`src/rtl/i2s_tx_serializer_if.sv`:
```
// Bundle between the I2S TX serializer and its register block / TX FIFOs.
// master = serializer side (consumes FIFO heads, drives the I2S pins and status).
// slave  = environment side (FIFOs, command register, pad logic).
interface i2s_tx_serializer_if #(
  parameter int DATA_W = 32
);
  logic              i2s_enable;
  logic              fifol_empty;
  logic [DATA_W-1:0] fifol_rdata;
  logic              fifol_rd;
  logic              fifor_empty;
  logic [DATA_W-1:0] fifor_rdata;
  logic              fifor_rd;
  logic              i2s_sck;
  logic              i2s_ws;
  logic              i2s_sd;
  logic              underrun;
  logic              busy;

  modport master (
    input  i2s_enable, fifol_empty, fifol_rdata, fifor_empty, fifor_rdata,
    output fifol_rd, fifor_rd, i2s_sck, i2s_ws, i2s_sd, underrun, busy
  );

  modport slave (
    output i2s_enable, fifol_empty, fifol_rdata, fifor_empty, fifor_rdata,
    input  fifol_rd, fifor_rd, i2s_sck, i2s_ws, i2s_sd, underrun, busy
  );
endinterface

```
`src/rtl/i2s_tx_serializer.sv`:
```
// Philips-format I2S master transmitter: pops L/R sample pairs from two FWFT FIFOs and shifts them out MSB first.
// Latency: pop at t, first SCK rise at t+CLK_DIV, first data bit on SD at t+2*CLK_DIV; one frame = 4*DATA_W*CLK_DIV clk.
// Backpressure: pops only when both FIFOs hold a word; an empty FIFO at a frame boundary sends a zero frame and pulses underrun.
module i2s_tx_serializer #(
  parameter int DATA_W  = 32,
  parameter int CLK_DIV = 4
) (
  input logic                 clk,
  input logic                 rst,
  i2s_tx_serializer_if.master bus
);
  localparam int FRAME_BITS = 2 * DATA_W;
  localparam int BIT_W      = $clog2(FRAME_BITS);
  localparam int DIV_W      = (CLK_DIV > 1) ? $clog2(CLK_DIV) : 1;

  localparam logic [BIT_W-1:0] LAST_BIT = BIT_W'(FRAME_BITS - 1);
  localparam logic [BIT_W-1:0] WS_FIRST = BIT_W'(DATA_W - 1);
  localparam logic [DIV_W-1:0] DIV_LAST = DIV_W'(CLK_DIV - 1);

  typedef enum logic {IDLE, RUN} state_t;

  state_t                state;
  logic [DIV_W-1:0]      div_cnt;
  logic [BIT_W-1:0]      bit_cnt;
  logic [FRAME_BITS-1:0] shreg;
  logic                  draining;
  logic                  sck;
  logic                  ws;
  logic                  sd;
  logic                  busy;
  logic                  pop;
  logic                  urun;
  logic                  pair_ready;

  // Both heads must be valid so the left and right channels never slip apart.
  assign pair_ready = !bus.fifol_empty && !bus.fifor_empty;

  assign bus.fifol_rd = pop;
  assign bus.fifor_rd = pop;
  assign bus.i2s_sck  = sck;
  assign bus.i2s_ws   = ws;
  assign bus.i2s_sd   = sd;
  assign bus.underrun = urun;
  assign bus.busy     = busy;

  // Control FSM, SCK divider and shifter; every output is a flop.
  // When disabled at a boundary, the R LSB still needs the SCK rise that
  // follows it, so the block drains for one more half period and drops to
  // IDLE on the following falling edge (where SCK and WS are already low).
  always_ff @(posedge clk) begin
    if (rst) begin
      state    <= IDLE;
      div_cnt  <= '0;
      bit_cnt  <= '0;
      shreg    <= '0;
      draining <= 1'b0;
      sck      <= 1'b0;
      ws       <= 1'b0;
      sd       <= 1'b0;
      busy     <= 1'b0;
      pop      <= 1'b0;
      urun     <= 1'b0;
    end else begin
      pop  <= 1'b0;
      urun <= 1'b0;
      case (state)
        IDLE: begin
          sck  <= 1'b0;
          ws   <= 1'b0;
          sd   <= 1'b0;
          busy <= 1'b0;
          if (bus.i2s_enable && pair_ready) begin
            pop      <= 1'b1;
            shreg    <= {bus.fifol_rdata, bus.fifor_rdata};
            bit_cnt  <= '0;
            div_cnt  <= '0;
            draining <= 1'b0;
            busy     <= 1'b1;
            state    <= RUN;
          end
        end
        RUN: begin
          if (div_cnt == DIV_LAST) begin
            div_cnt <= '0;
            sck     <= ~sck;
            if (sck) begin
              // Falling SCK edge: SD/WS only ever change here.
              if (draining) begin
                draining <= 1'b0;
                sd       <= 1'b0;
                ws       <= 1'b0;
                busy     <= 1'b0;
                bit_cnt  <= '0;
                state    <= IDLE;
              end else begin
                sd <= shreg[FRAME_BITS-1];
                ws <= (bit_cnt >= WS_FIRST) && (bit_cnt != LAST_BIT);
                if (bit_cnt == LAST_BIT) begin
                  bit_cnt <= '0;
                  if (!bus.i2s_enable) begin
                    shreg    <= '0;
                    draining <= 1'b1;
                  end else if (pair_ready) begin
                    pop   <= 1'b1;
                    shreg <= {bus.fifol_rdata, bus.fifor_rdata};
                  end else begin
                    urun  <= 1'b1;
                    shreg <= '0;
                  end
                end else begin
                  bit_cnt <= bit_cnt + BIT_W'(1);
                  shreg   <= {shreg[FRAME_BITS-2:0], 1'b0};
                end
              end
            end
          end else begin
            div_cnt <= div_cnt + DIV_W'(1);
          end
        end
        default: state <= IDLE;
      endcase
    end
  end
endmodule
```
`src/flat_wrapper.sv`:
```
// flat-port wrapper written by rule: the top's interface ports become plain ports
module i2s_tx_serializer_flat 
#(
  parameter int DATA_W  = 32,
  parameter int CLK_DIV = 4
)
  (clk, rst, bus_i2s_enable, bus_fifol_empty, bus_fifol_rdata, bus_fifor_empty, bus_fifor_rdata, bus_fifol_rd, bus_fifor_rd, bus_i2s_sck, bus_i2s_ws, bus_i2s_sd, bus_underrun, bus_busy);
  i2s_tx_serializer_if #(.DATA_W(DATA_W)) bus_i ();
  input logic clk;
  input logic rst;
  input wire logic [$bits(bus_i.i2s_enable)-1:0] bus_i2s_enable;
  input wire logic [$bits(bus_i.fifol_empty)-1:0] bus_fifol_empty;
  input wire logic [$bits(bus_i.fifol_rdata)-1:0] bus_fifol_rdata;
  input wire logic [$bits(bus_i.fifor_empty)-1:0] bus_fifor_empty;
  input wire logic [$bits(bus_i.fifor_rdata)-1:0] bus_fifor_rdata;
  output wire logic [$bits(bus_i.fifol_rd)-1:0] bus_fifol_rd;
  output wire logic [$bits(bus_i.fifor_rd)-1:0] bus_fifor_rd;
  output wire logic [$bits(bus_i.i2s_sck)-1:0] bus_i2s_sck;
  output wire logic [$bits(bus_i.i2s_ws)-1:0] bus_i2s_ws;
  output wire logic [$bits(bus_i.i2s_sd)-1:0] bus_i2s_sd;
  output wire logic [$bits(bus_i.underrun)-1:0] bus_underrun;
  output wire logic [$bits(bus_i.busy)-1:0] bus_busy;
  assign bus_i.i2s_enable = bus_i2s_enable;
  assign bus_i.fifol_empty = bus_fifol_empty;
  assign bus_i.fifol_rdata = bus_fifol_rdata;
  assign bus_i.fifor_empty = bus_fifor_empty;
  assign bus_i.fifor_rdata = bus_fifor_rdata;
  assign bus_fifol_rd = bus_i.fifol_rd;
  assign bus_fifor_rd = bus_i.fifor_rd;
  assign bus_i2s_sck = bus_i.i2s_sck;
  assign bus_i2s_ws = bus_i.i2s_ws;
  assign bus_i2s_sd = bus_i.i2s_sd;
  assign bus_underrun = bus_i.underrun;
  assign bus_busy = bus_i.busy;
  i2s_tx_serializer #(.DATA_W(DATA_W), .CLK_DIV(CLK_DIV)) u_core (.clk(clk), .rst(rst), .bus(bus_i));
endmodule
```
`config.mk`:
```
export PLATFORM = sky130hd
export DESIGN_NAME = i2s_tx_serializer_flat
export DESIGN_NICKNAME = d
export VERILOG_FILES = /design/src/rtl/i2s_tx_serializer_if.sv /design/src/rtl/i2s_tx_serializer.sv /design/src/flat_wrapper.sv
export SDC_FILE = /design/constraint.sdc
export NUM_CORES = 1
export LEC_CHECK = 0
export ABC_AREA = 1
export BUFFER_PORTS_ARGS = -buffer_cell sky130_fd_sc_hd__buf_2
export CAP_MARGIN = 20
export CORE_UTILIZATION = 56
export DETAILED_ROUTE_END_ITERATION = 10
export PLACE_DENSITY = 0.79
export SETUP_SLACK_MARGIN = 0.3
export SLEW_MARGIN = 20
export SYNTH_ARGS = -nofsm -noshare
export SYNTH_HDL_FRONTEND = slang
export SYNTH_SLANG_ARGS = --single-unit
```
`constraint.sdc`:
```
create_clock -name clk -period 2.2 [get_ports clk]
set_clock_uncertainty 0.15 [all_clocks]
set_input_delay 0.22 -clock clk [delete_from_list [all_inputs] [get_ports clk]]
set_output_delay 0.22 -clock clk [all_outputs]
set_load 0.005 [all_outputs]
```
Word-level counts from Yosys, hierarchy flattened
Index checks and enable logic that the tools add are counted.
- bitwise logic cells: 5
- eq/ne operators: 8
- reductions and logical operators: 10
- mux-type cells: 51
- $lt $le $gt $ge: 1
- $add $sub $neg: 2
- operators by type and width (operator ; count):
    64-bit 2-to-1 mux ; 7
    64-bit case mux with 2 select lines ; 1
    6-bit 2-to-1 mux ; 5
    1-bit 2-to-1 mux ; 27
    1-bit case mux with 2 select lines ; 7
    6-bit case mux with 2 select lines ; 1
    2-bit != test (second input constant) ; 4
    7-bit OR reduction ; 1
    6-bit by 1-bit adder with 6-bit output (second input constant) ; 1
    6-bit equality test (second input constant) ; 1
    6-bit by 5-bit >= comparator with 1-bit output (second input constant) ; 1
    6-bit != test (second input constant) ; 1
    3-bit AND reduction ; 2
    1-bit inverter ; 5
    2-bit 2-to-1 mux ; 2
    2-bit case mux with 2 select lines ; 1
    4-bit AND reduction ; 1
    1-bit logical AND ; 3
    2-bit by 1-bit adder with 2-bit output (second input constant) ; 1
    2-bit equality test (second input constant) ; 1
    1-bit zero test ; 2
    2-bit by 1-bit != test with 1-bit output (second input constant) ; 1
    2-bit AND reduction ; 1
- output and inout port bits: 7
- logic and storage cells: 88
- flip-flop bits (word level): 80
- input bits: 69

Longest topological paths before layout
Gate-level depths: netlist (run 1).
- depth after elaboration: 9
- gate-level depth with buffers: 10
- mapped depth without buffers: 8

Least setup slack after synthesis (run 1)
OpenSTA, ideal clock, no wires.
- kind: reg-to-reg
- start point: register u_core.bit_cnt[0]
- end point: register u_core.shreg[10]
- setup slack: 0.621 ns
- period minus slack after synthesis: 1.579 ns
- buffers on the path: 1
- setup time: 0.116 ns
- cell stages (with the launch flop): 10
- required time: 1.934 ns
- arrival: 1.313 ns
- cell sequence: dfxtp_1 -> ha_1 -> inv_1 -> nor2_1 -> nand2_2 -> clkbuf_1 -> nand2_1 -> nand2_1 -> inv_2 -> a21oi_1
- longest elaborated chain between the ends: 6
- ends and longest elaborated chain (what ; RTL line ; RTL):
    start, declared ; i2s_tx_serializer.sv:24 ; logic [BIT_W-1:0] bit_cnt;
    start signal, assigned ; i2s_tx_serializer.sv:111 ; bit_cnt <= bit_cnt + BIT_W'(1);
    6-bit equality test ; i2s_tx_serializer.sv:98 ; if (bit_cnt == LAST_BIT) begin
    64-bit 2-to-1 mux ; i2s_tx_serializer.sv:98 ;
    64-bit 2-to-1 mux ; i2s_tx_serializer.sv:88 ; if (draining) begin
    64-bit 2-to-1 mux ; i2s_tx_serializer.sv:86 ; if (sck) begin
    64-bit 2-to-1 mux ; i2s_tx_serializer.sv:83 ; if (div_cnt == DIV_LAST) begin
    64-bit case mux with 2 select lines ; i2s_tx_serializer.sv:66 ; case (state)
    end signal, assigned ; i2s_tx_serializer.sv:74 ; shreg <= {bus.fifol_rdata, bus.fifor_rdata};
    end signal, assigned ; i2s_tx_serializer.sv:105 ; shreg <= {bus.fifol_rdata, bus.fifor_rdata};
    end signal, assigned ; i2s_tx_serializer.sv:112 ; shreg <= {shreg[FRAME_BITS-2:0], 1'b0};
    end, declared ; i2s_tx_serializer.sv:25 ; logic [FRAME_BITS-1:0] shreg;
No other way between the ends. The select of a mux whose other input is x is not followed.
A chain may end at the register's enable or synchronous reset.

Worst setup path after layout (run 1)
- start point: register u_core.div_cnt[0]
- end point: register u_core.shreg[57]
- longest elaborated chain between the ends: 3
- ends and longest elaborated chain (what ; RTL line ; RTL):
    start, declared ; i2s_tx_serializer.sv:23 ; logic [DIV_W-1:0] div_cnt;
    start signal, assigned ; i2s_tx_serializer.sv:117 ; div_cnt <= div_cnt + DIV_W'(1);
    2-bit equality test ; i2s_tx_serializer.sv:83 ;
    2-bit != test (no line) ; - ;
    4-bit AND reduction (no line) ; - ;
No other way between the ends.

==> results of run 1 <==
## through the flow
| step | cell area [um^2] | total power (uW) | worst slack [ns] | util [%] | std cells |
|---|---|---|---|---|---|
| final | 5650 | 3500 | 0.393 | 76.6 | 951 |
| after global routing | 5650 | 3650 | 0.253 | 76.6 | 951 |
| after CTS | 5600 | 3470 | 0.340 | 76.0 | 951 |
| after detailed placement | 4740 | 2170 | 0.306 | 64.4 | 872 |
| after global placement | 4740 | 2150 | 0.403 | 64.4 | 872 |
| after floorplan | 4350 | 2010 | 0.621 | - | 730 |
## cell usage after synthesis (all sizes together), types with 10 or more instances
cell	instances	area, um^2
o21ai	70	350
clkinv	25	93.8
nor2	16	70.1
a21oi	73	365
clkbuf	12	45.0
buf	30	179
nand3	10	55.1
dfxtp	80	1600
nand2	289	1090
inv	118	443
## layout make-up
cell class	instances	area share, %
Clock buffer	11	2.50
Clock inverter	5	1.42
Inverter	143	9.50
Multi-Input combinational cell	465	35.5
Sequential cell	80	28.4
Tap cell	99	2.19
Timing Repair Buffer	148	20.5
## how the worst max path moves through the flow
| stage | start | to | cells after the start |
|---|---|---|---|
| 2_1_floorplan | u_core.bit_cnt[0] | u_core.shreg[10] | 9 |
| 3_3_place_gp | u_core.bit_cnt[0] | u_core.shreg[0] | 8 |
| 3_5_place_dp | u_core.bit_cnt[0] | u_core.shreg[34] | 8 |
| 4_1_cts | u_core.div_cnt[0] | u_core.shreg[30] | 8 |
| 5_1_grt | u_core.div_cnt[0] | u_core.shreg[30] | 8 |
| 6_report | u_core.div_cnt[0] | u_core.shreg[57] | 9 |
## layer usage
layer,up-vias,global-route usage [%]
li1,2422,-
met1,2091,35.1
met2,150,50.0
met3,15,3.81
met4,0,12.0
met5,-,0
## placed cells by master (no fill, tap or decap), drive strengths merged, types with 10 or more instances in the layout
cell type / n
a21oi: 73
buf: 85
clkbuf: 11
clkinv: 26
dfxtp: 80
dlygate4sd3: 63
inv: 118
nand2: 289
nand3: 10
nor2: 16
o21ai: 70
## repair_timing
item                                   CTS  global route
setup endpoints to repair                1            68
endpoints found under the hold margin   68             0
gates resized for setup                  1            11
hold buffers                            63             0
## power breakdown
group / leakage (uW) / internal [uW] / switching [uW] / total, uW
registers: 0.000653 / 1530 / 49.3 / 1580
logic: 0.00240 / 288 / 401 / 689
clock network: 0.000106 / 669 / 555 / 1220
## critical path, delay by kind of cell, from the launching register on
family	cells	cell delay (ns)
flip-flops	1	0.36
AND/OR/NAND/NOR	4	0.49
buffers and inverters	3	0.40
adder cells (fa/ha/maj)	1	0.20
AO/OA/AOI/OAI	1	0.06
## logic make-up (layout without fill, tap and decap cells)
kind of cell	after synthesis	count (layout)	synth area share (%)
simple gates	320	320	28.7
buf+inv	185	307	17.5
compound gates	143	143	16.5
flops	80	80	36.8
fa+ha+maj	2	2	0.575
==> flow_metrics.py, run 1 <==
metrics = {
    "status": {
        "status": "finished, final reports clean",
    },
    "place": {
        "dpl.hpwl_mm": 6.31,
        "finalWeightedCongestion": 0.888,
        "io_buffers": 75,
    },
    "yosys": {
        "async_flop_share_pct": 0,
        "yosysSeqAreaShare_pct": 36.8,
        "ys.flop_type": "dfxtp_1",
        "syn_area_um2": 4350,
        "yosysWarnings": 0,
        "ys_types": 23,
        "synth_cells": 730,
        "synth_seq_cells": 80,
        "syn_nets": 801,
        "synth_edf_count": 0,
        "syn_area_per_cell_um2": 5.96,
    },
    "critical_path": {
        "cp-end-kind": "register",
        "crit_chain": "ha_1 -> nand2_1 -> inv_1 -> nand2_2 -> nand2_8 -> buf_12 -> nand2_1 -> inv_2 -> a21oi_1",
        "slowest_stage": "dfxtp_1",
        "ff2ff_path_depth": 9,
        "r2r_start": "u_core.div_cnt[0]",
        "crit_type": "register to register",
        "worst_ep_arrival_time_ns": 1.90,
        "r2r_end": "u_core.shreg[57]",
        "crit_required_ns": 2.29,
        "critPathMostFrequentCell": "nand2_1",
        "start_kind": "register",
        "timing.reg2reg.setup_slack_ns": 0.39,
        "crit_fanout": 50,
        "critPathMaxStageDelay_ns": 0.36,
    },
    "drt": {
        "first_iter_violations": 311,
        "topRoutingLayerUsed": "met4",
        "wl_met1_mm": 4.90,
        "wl_mm": 11.4,
        "via_count": 4678,
        "drc_errors": 0,
        "wl_per_cell_um": 12.0,
        "dr.pass1.iters": 4,
        "vias_per_cell": 4.92,
        "route.met3.wl_um": 553,
        "met2_length_mm": 5.79,
        "ant_nets": 0,
    },
    "layout": {
        "area_growth_pct": 29.9,
        "largest_register_ffs": 64,
        "drive_gt1_share_pct": 15.0,
        "multi_input_area_um2": 2010,
        "n_fill_cell": 592,
        "regMostFlops": "u_core.shreg",
        "final-seq-area_um2": 1600,
        "reg.largest.list": "u_core.shreg x64, u_core.bit_cnt x6, u_core.div_cnt x2",
        "finalNetCount": 918,
        "antenna_cells": 0,
    },
    "worst_hold_path": {
        "hold_depth": 3,
        "worstHoldStart": "bus_fifol_rdata[2]",
        "min_to": "u_core.shreg[34]",
        "holdCritPathClass": "input pin to register",
    },
    "clock_network": {
        "clkLatencyLatePin_ns": 0.35,
        "cts_max_path_buffers": 2,
        "cts.sinks": 80,
        "post-cts-setup-buffers": 0,
        "cts_tree": "built",
        "path_clk_slew_ns": 0.08,
        "clockRootBuffer": "clkbuf_8",
        "cts_made_buffers": 9,
        "cts_max_level": 3,
    },
    "sta": {
        "hold_viol": 0,
        "whs_ns": 0.00418,
        "grt_setup_unrepaired": "yes",
        "slew_violations": 0,
        "fin_setup_tns_ns": 0,
        "finalSetupViolations": 0,
        "period_share_pct": 82.1,
        "worst_pin_slew_ns": 0.454,
        "max_freq_mhz": 553,
        "slew_headroom_pct": 69.7,
        "min_period_ns": 1.81,
    },
    "floorplan": {
        "start_util_pct": 59.0,
        "die-area_um2": 8120,
        "die_w_um": 90.1,
        "dieHeight_um": 90.1,
        "rows": 31,
        "ioPinCount": 76,
        "core-area_um2": 7370,
    },
    "pwr": {
        "ir_worst_vdd_v": 0.000408,
        "power_density_nw_per_um2": 619,
        "leakagePower_uw": 0.00316,
    },
    "grt": {
        "grt_pass1_wl_mm": 19.1,
        "grt_max_degree": 60,
        "antenna_found_initial": 0,
        "gr-total-overflow": 0,
        "track_usage_pct": 28.6,
        "grt_pass1_vias": 4303,
    },
    "flow_run": {
        "maxCapViolations": 0,
    },
}
No activity file was read; power rests on OpenSTA's default activity.
==> run 2, diff against run 1 <==
--- a/config.mk
+++ b/config.mk
@@ -5,7 +5,7 @@
 export SDC_FILE = /design/constraint.sdc
 export NUM_CORES = 1
 export LEC_CHECK = 0
-export ABC_AREA = 1
+export ABC_AREA = 0
 export BUFFER_PORTS_ARGS = -buffer_cell sky130_fd_sc_hd__buf_2
 export CAP_MARGIN = 20
 export CORE_UTILIZATION = 56
==> constraint.sdc (replaced) <==
create_clock -name clk -period 1.9 [get_ports clk]
set_clock_uncertainty 0.15 [all_clocks]
set_input_delay 0.19 -clock clk [delete_from_list [all_inputs] [get_ports clk]]
set_output_delay 0.19 -clock clk [all_outputs]
set_load 0.005 [all_outputs]
==> flow_metrics.py, run 2 <==
metrics = {
    "critical_path": {
        "r2r_end": "u_core.shreg[14]",
        "critPathTopFamily": "simple AND/OR/NAND/NOR gates",
        "path_buf_inv": 1,
        "crit_type": "register to register",
        "worst_ep_arrival_time_ns": 2.01,
        "cp-end-kind": "register",
        "cp-startpoint": "u_core.state",
        "crit_chain": "or4b_4 -> o21a_4 -> buf_12 -> a221oi_2 -> nor3_2",
        "worstSetupPathDepth": 5,
        "timing.reg2reg.setup_slack_ns": -0.05,
        "slowest_stage": "or4b_4",
        "ff2ff_path_depth": 5,
        "r2r_start": "u_core.state",
        "crit_fanout": 13,
        "start_kind": "register",
        "cp-endpoint": "u_core.shreg[14]",
        "critPathMaxStageDelay_ns": 0.53,
        "crit_required_ns": 1.95,
    },
    "pwr": {
        "finalPower_uw": 3510,
        "switching_share_pct": 29.1,
        "netSwitchingPower_uw": 1020,
        "ir_worst_vdd_v": 0.000590,
        "p_comb_share_pct": 18.7,
        "power_density_nw_per_um2": 625,
        "seq_power_share_pct": 51.9,
        "p_int_uw": 2490,
        "clkPwrFrac_pct": 29.4,
        "leakagePower_uw": 0.00206,
    },
    "sta": {
        "grt_setup_unrepaired": "yes",
        "finalSetupViolations": 1,
        "slew_headroom_pct": 55.8,
        "worst_pin_slew_ns": 0.662,
        "min_period_ns": 1.95,
        "period_share_pct": 103,
        "slew_violations": 0,
        "hold_viol": 0,
        "fin_ws_ns": -0.0528,
        "fin_setup_tns_ns": -0.0528,
        "max_freq_mhz": 512,
    },
    "floorplan": {
        "start_util_pct": 58.7,
        "dieHeight_um": 87.1,
        "die_w_um": 87.1,
        "die-area_um2": 7580,
        "core-area_um2": 6910,
        "rows": 30,
        "ioPinCount": 76,
    },
    "yosys": {
        "syn_area_per_cell_um2": 10.6,
        "synthTopCellsByArea": "dfxtp_1, a221oi_2, nor3_2",
        "synth.cells.most_frequent": "dfxtp_1, nor2_1, a221oi_2",
        "syn_area_um2": 4050,
        "synth_top_area_share_pct": 39.5,
        "async_flop_share_pct": 0,
        "post-synth-top-area-cell": "dfxtp_1",
        "yosysSeqAreaShare_pct": 39.5,
        "synth_cells": 384,
        "synthAdderAreaFrac_pct": 0.618,
        "yosysMostFrequentCell": "dfxtp_1",
        "synth_top_family_by_area": "compound AO/OA/AOI/OAI gates",
        "synth_seq_cells": 80,
        "ys_types": 42,
        "yosysWarnings": 0,
        "synth.mux.area_fraction_pct": 0,
        "synth_edf_count": 0,
        "synth_simple_gate_area_share_pct": 26.1,
        "synth_xor_area_share_pct": 1.08,
        "syn_nets": 455,
        "ys.flop_type": "dfxtp_1",
        "synth-compound-area-share_pct": 26.9,
    },
    "grt": {
        "grt_pass1_wl_mm": 15.9,
        "grt_pass1_vias": 3308,
        "gr-total-overflow": 0,
        "grt_max_degree": 43,
        "track_usage_pct": 27.2,
        "antenna_found_initial": 0,
    },
    "flow_run": {
        "maxCapViolations": 0,
    },
    "clock_network": {
        "cts_max_path_buffers": 2,
        "cts_tree": "built",
        "path_clk_slew_ns": 0.08,
        "cts.sinks": 80,
        "clockRootBuffer": "clkbuf_8",
        "cts_max_level": 3,
        "clkLatencyLatePin_ns": 0.34,
        "cts_made_buffers": 9,
    },
    "drt": {
        "ant_nets": 0,
        "vias_per_cell": 6.09,
        "drc_errors": 0,
        "first_iter_violations": 144,
        "via_count": 3536,
        "wl_mm": 11.4,
        "wl_per_cell_um": 19.6,
        "dr.pass1.iters": 4,
    },
    "layout": {
        "reg.largest.list": "u_core.shreg x64, u_core.bit_cnt x6, u_core.div_cnt x2",
        "regMostFlops": "u_core.shreg",
        "final_cell_mix": "buf_2, dfxtp_1, nor2_1",
        "instances_no_fill": 581,
        "area_growth_pct": 38.6,
        "fin_util_pct": 81.3,
        "drive_gt1_share_pct": 54.4,
        "finalNetCount": 554,
        "antenna_cells": 0,
        "stdcell_area_um2": 5620,
        "largest_register_ffs": 64,
    },
    "place": {
        "placed_area_um2": 4730,
        "dpl.hpwl_mm": 6.08,
        "finalWeightedCongestion": 0.799,
        "dp.cells": 545,
        "io_buffers": 75,
    },
    "worst_hold_path": {
        "worstHoldStart": "bus_fifor_rdata[7]",
        "holdCritPathClass": "input pin to register",
    },
    "status": {
        "violations": "setup timing",
        "status": "finished, violations left",
    },
}
==> run 2: through the flow <==
step	hold WS, ns	worst slack, ns
floorplan	0.188	0.0749
global placement	0.291	0.0123
detailed placement	0.305	-0.0359
CTS	0.00295	0.0868
global route	0.00830	-0.0900
finish	0.0149	-0.0528
==> run 2: worst min-delay path by stage <==
stage	end	slack, ns	cells past startpoint
global route	u_core.shreg[9]	0.008	3
floorplan	u_core.shreg[0]	0.19	2
finish	u_core.shreg[7]	0.01	3
detailed placement	u_core.bit_cnt[1]	0.30	2
CTS	u_core.shreg[9]	0.003	3
global placement	u_core.bus.i2s_sd	0.29	2
==> run 2: layer usage <==
metal | part of all wire, % | global-route usage (%) | up-vias
li1 | - | - | 1650
met3 | 5.2 | 6.26 | 30
met4 | 2.6 | 8.79 | 0
met5 | 0 | 0 | -
met2 | 52 | 45.7 | 133
met1 | 41 | 34.5 | 1723
==> run 2: kinds of logic (layout without fill, tap and decap cells) <==
kind of cell / Yosys count / after routing
AND/OR/NAND/NOR: 169 / 169
AO/OA/AOI/OAI: 88 / 89
flip-flops: 80 / 80
buffers and inverters: 40 / 140
XOR/XNOR: 5 / 5
adder cells (fa/ha/maj): 2 / 2
==> run 2: worst reg2reg max path, stage by stage (launching register included) <==
cell and delay, ns:
dfxtp_2 0.35, or4b_4 0.53, o21a_4 0.21, buf_12 0.19
a221oi_2 0.29, nor3_2 0.10
==> run 2: layout make-up <==
cell class | instances | area, um^2
clock buffer | 11 | 131
clock inverter | 2 | 10.0
fill | 424 | 1290
inverter | 2 | 7.51
multi-input combinational | 265 | 2690
sequential | 80 | 1610
tap | 96 | 120
timing repair buffer | 125 | 1040
==> run 2: power by group through the flow <==
stage                     Sequential, uW  Combinational [uW]  Clock, uW
after global routing                1830                 697       1100
after floorplan                     1830                 335          0
after global placement              1840                 490          0
final                               1820                 657       1030
after CTS                           1810                 584       1030
after detailed placement            1840                 504          0
==> run 2: what timing repair did <==
action                                 4_1_cts  5_1_grt
setup endpoints to repair                   71       71
hold buffers                                14        0
setup buffers                                3        1
pin swaps                                    5        3
gates resized for setup                     35       24
endpoints found under the hold margin       18        0
cloned                                       2        3
==> run 3, diff against run 2 <==
--- a/config.mk
+++ b/config.mk
@@ -8,6 +8,7 @@
 export ABC_AREA = 0
 export BUFFER_PORTS_ARGS = -buffer_cell sky130_fd_sc_hd__buf_2
 export CAP_MARGIN = 20
+export CORE_ASPECT_RATIO = 1.75
 export CORE_UTILIZATION = 56
 export DETAILED_ROUTE_END_ITERATION = 10
 export PLACE_DENSITY = 0.79
==> flow_metrics.py, run 3 (synthesized netlist as in run 2, its figures left out) <==
metrics = {
    "drt": {
        "wl_mm": 11.9,
        "wl_per_cell_um": 21.0,
        "dr.pass1.iters": 4,
        "via_count": 3570,
        "first_iter_violations": 313,
        "ant_nets": 0,
        "vias_per_cell": 6.31,
        "drc_errors": 0,
    },
    "floorplan": {
        "start_util_pct": 58.7,
        "die-area_um2": 7590,
        "ioPinCount": 76,
        "rows": 40,
        "dieHeight_um": 115,
        "core-area_um2": 6910,
        "die_w_um": 66.3,
    },
    "place": {
        "dp.cells": 527,
        "finalWeightedCongestion": 0.867,
        "dpl.hpwl_mm": 6.00,
        "io_buffers": 75,
    },
    "worst_hold_path": {
        "holdCritPathClass": "input pin to register",
    },
    "pwr": {
        "clkPwrFrac_pct": 39.6,
        "leakagePower_uw": 0.00212,
        "ir_worst_vdd_v": 0.000901,
        "finalPower_uw": 4100,
        "switching_share_pct": 27.0,
        "power_density_nw_per_um2": 716,
        "p_int_uw": 2990,
        "seq_power_share_pct": 44.5,
        "p_comb_share_pct": 16.0,
        "netSwitchingPower_uw": 1110,
    },
    "sta": {
        "fin_setup_tns_ns": -0.0125,
        "slew_violations": 0,
        "whs_ns": -0.0249,
        "grt_setup_unrepaired": "yes",
        "period_share_pct": 101,
        "hold_viol": 2,
        "fin_ws_ns": -0.0114,
        "max_freq_mhz": 523,
        "finalSetupViolations": 2,
        "min_period_ns": 1.91,
        "slew_headroom_pct": 80.3,
        "worst_pin_slew_ns": 0.296,
    },
    "grt": {
        "grt_max_degree": 46,
        "antenna_found_initial": 0,
        "gr-total-overflow": 0,
        "grt_pass1_wl_mm": 16.0,
        "grt_pass1_vias": 3434,
        "track_usage_pct": 27.8,
    },
    "clock_network": {
        "cts_tree": "built",
        "clockRootBuffer": "clkbuf_16",
        "path_clk_slew_ns": 0.06,
        "cts_made_buffers": 9,
        "cts_max_level": 3,
        "cts_max_path_buffers": 2,
        "cts.sinks": 80,
        "clkLatencyLatePin_ns": 0.34,
    },
    "critical_path": {
        "start_kind": "register",
        "slowest_stage": "or4b_4",
        "worst_ep_arrival_time_ns": 2.01,
        "critPathTopFamily": "simple AND/OR/NAND/NOR gates",
        "cp-end-kind": "register",
        "critPathMaxStageDelay_ns": 0.53,
        "path_buf_inv": 3,
        "crit_chain": "or4b_4 -> buf_6 -> o21ai_4 -> buf_12 -> clkbuf_16 -> nor2_1 -> nor3_2",
        "crit_required_ns": 2.00,
        "crit_fanout": 8,
        "crit_type": "register to register",
    },
    "layout": {
        "reg.largest.list": "u_core.shreg x64, u_core.bit_cnt x6, u_core.div_cnt x2",
        "antenna_cells": 0,
        "fin_util_pct": 82.8,
        "final_cell_mix": "buf_2, dfxtp_1, nor2_1",
        "layout_commonest_cell": "buf_2",
        "n_fill_cell": 393,
        "area_growth_pct": 41.2,
        "largest_register_ffs": 64,
        "finalNetCount": 548,
        "instances_no_fill": 566,
        "drive_gt1_share_pct": 57.9,
        "regMostFlops": "u_core.shreg",
    },
    "flow_run": {
        "maxCapViolations": 0,
    },
    "status": {
        "violations": "hold timing, setup timing",
        "status": "finished, violations left",
    },
}
[run 3: cell count changes in the layout (fill, tap and decap cells not counted), sizes merged]
cell and change:
buf +1, clkbuf +5, clkinv +1, dlygate4sd3 -9
o21ai -1
[run 3: power groups by stage]
stage	combinational, uW	sequential, uW	clock [uW]
finish	654	1820	1620
detailed placement	490	1840	0
CTS	542	1810	1630
global placement	475	1840	0
floorplan	335	1830	0
global route	694	1830	1700
[run 3: final timing paths]
path	startpoint	endpoint	slack, ns	depth (start not counted)
worst max register to register	u_core.state	u_core.shreg[53]	-0.01	7
worst min register to register	u_core.bus.busy	u_core.bus.busy	0.32	1
worst max-delay path	u_core.state	u_core.shreg[53]	-0.01	7
worst min-delay path	bus_fifol_rdata[2]	u_core.shreg[34]	-0.02	3
[run 3: through the flow]
step	instance area, um^2	setup WS, ns
after global placement	4660	0.0447
after floorplan	4170	0.0749
after detailed placement	4660	0.0214
after CTS	5260	0.105
final	5720	-0.0114
after global routing	5720	-0.0289
[run 3: metal layers]
metal / track usage [%] / routed length [um] / up-vias
met4: 13.6 / 557 / 0
met5: 0 / 0 / -
met3: 4.88 / 437 / 45
met1: 29.8 / 4360 / 1772
li1: - / - / 1640
met2: 50.5 / 6540 / 113
[run 3: worst min-delay path: stages]
cell and delay (ns):
buf_2 0.09, a221oi_2 0.05, nor3_2 0.09
[run 3: cell type report]
type	count	area (um^2)	share of cell area, %
Tap cell	84	105	1.84
Clock buffer	13	262	4.57
Timing Repair Buffer	120	1020	17.8
Sequential cell	80	1620	28.3
Multi-Input combinational cell	264	2700	47.2
Inverter	2	7.51	0.131
Clock inverter	3	15.0	0.262
[run 3: timing repair]
item / 4_1_cts / 5_1_grt
pin swaps: 5 / 5
gates cloned: 1 / 6
hold endpoints to repair: 4 / 1
setup endpoints to repair: 73 / 71
hold buffers: 4 / 1
setup buffers: 7 / 4
resized for setup: 30 / 40
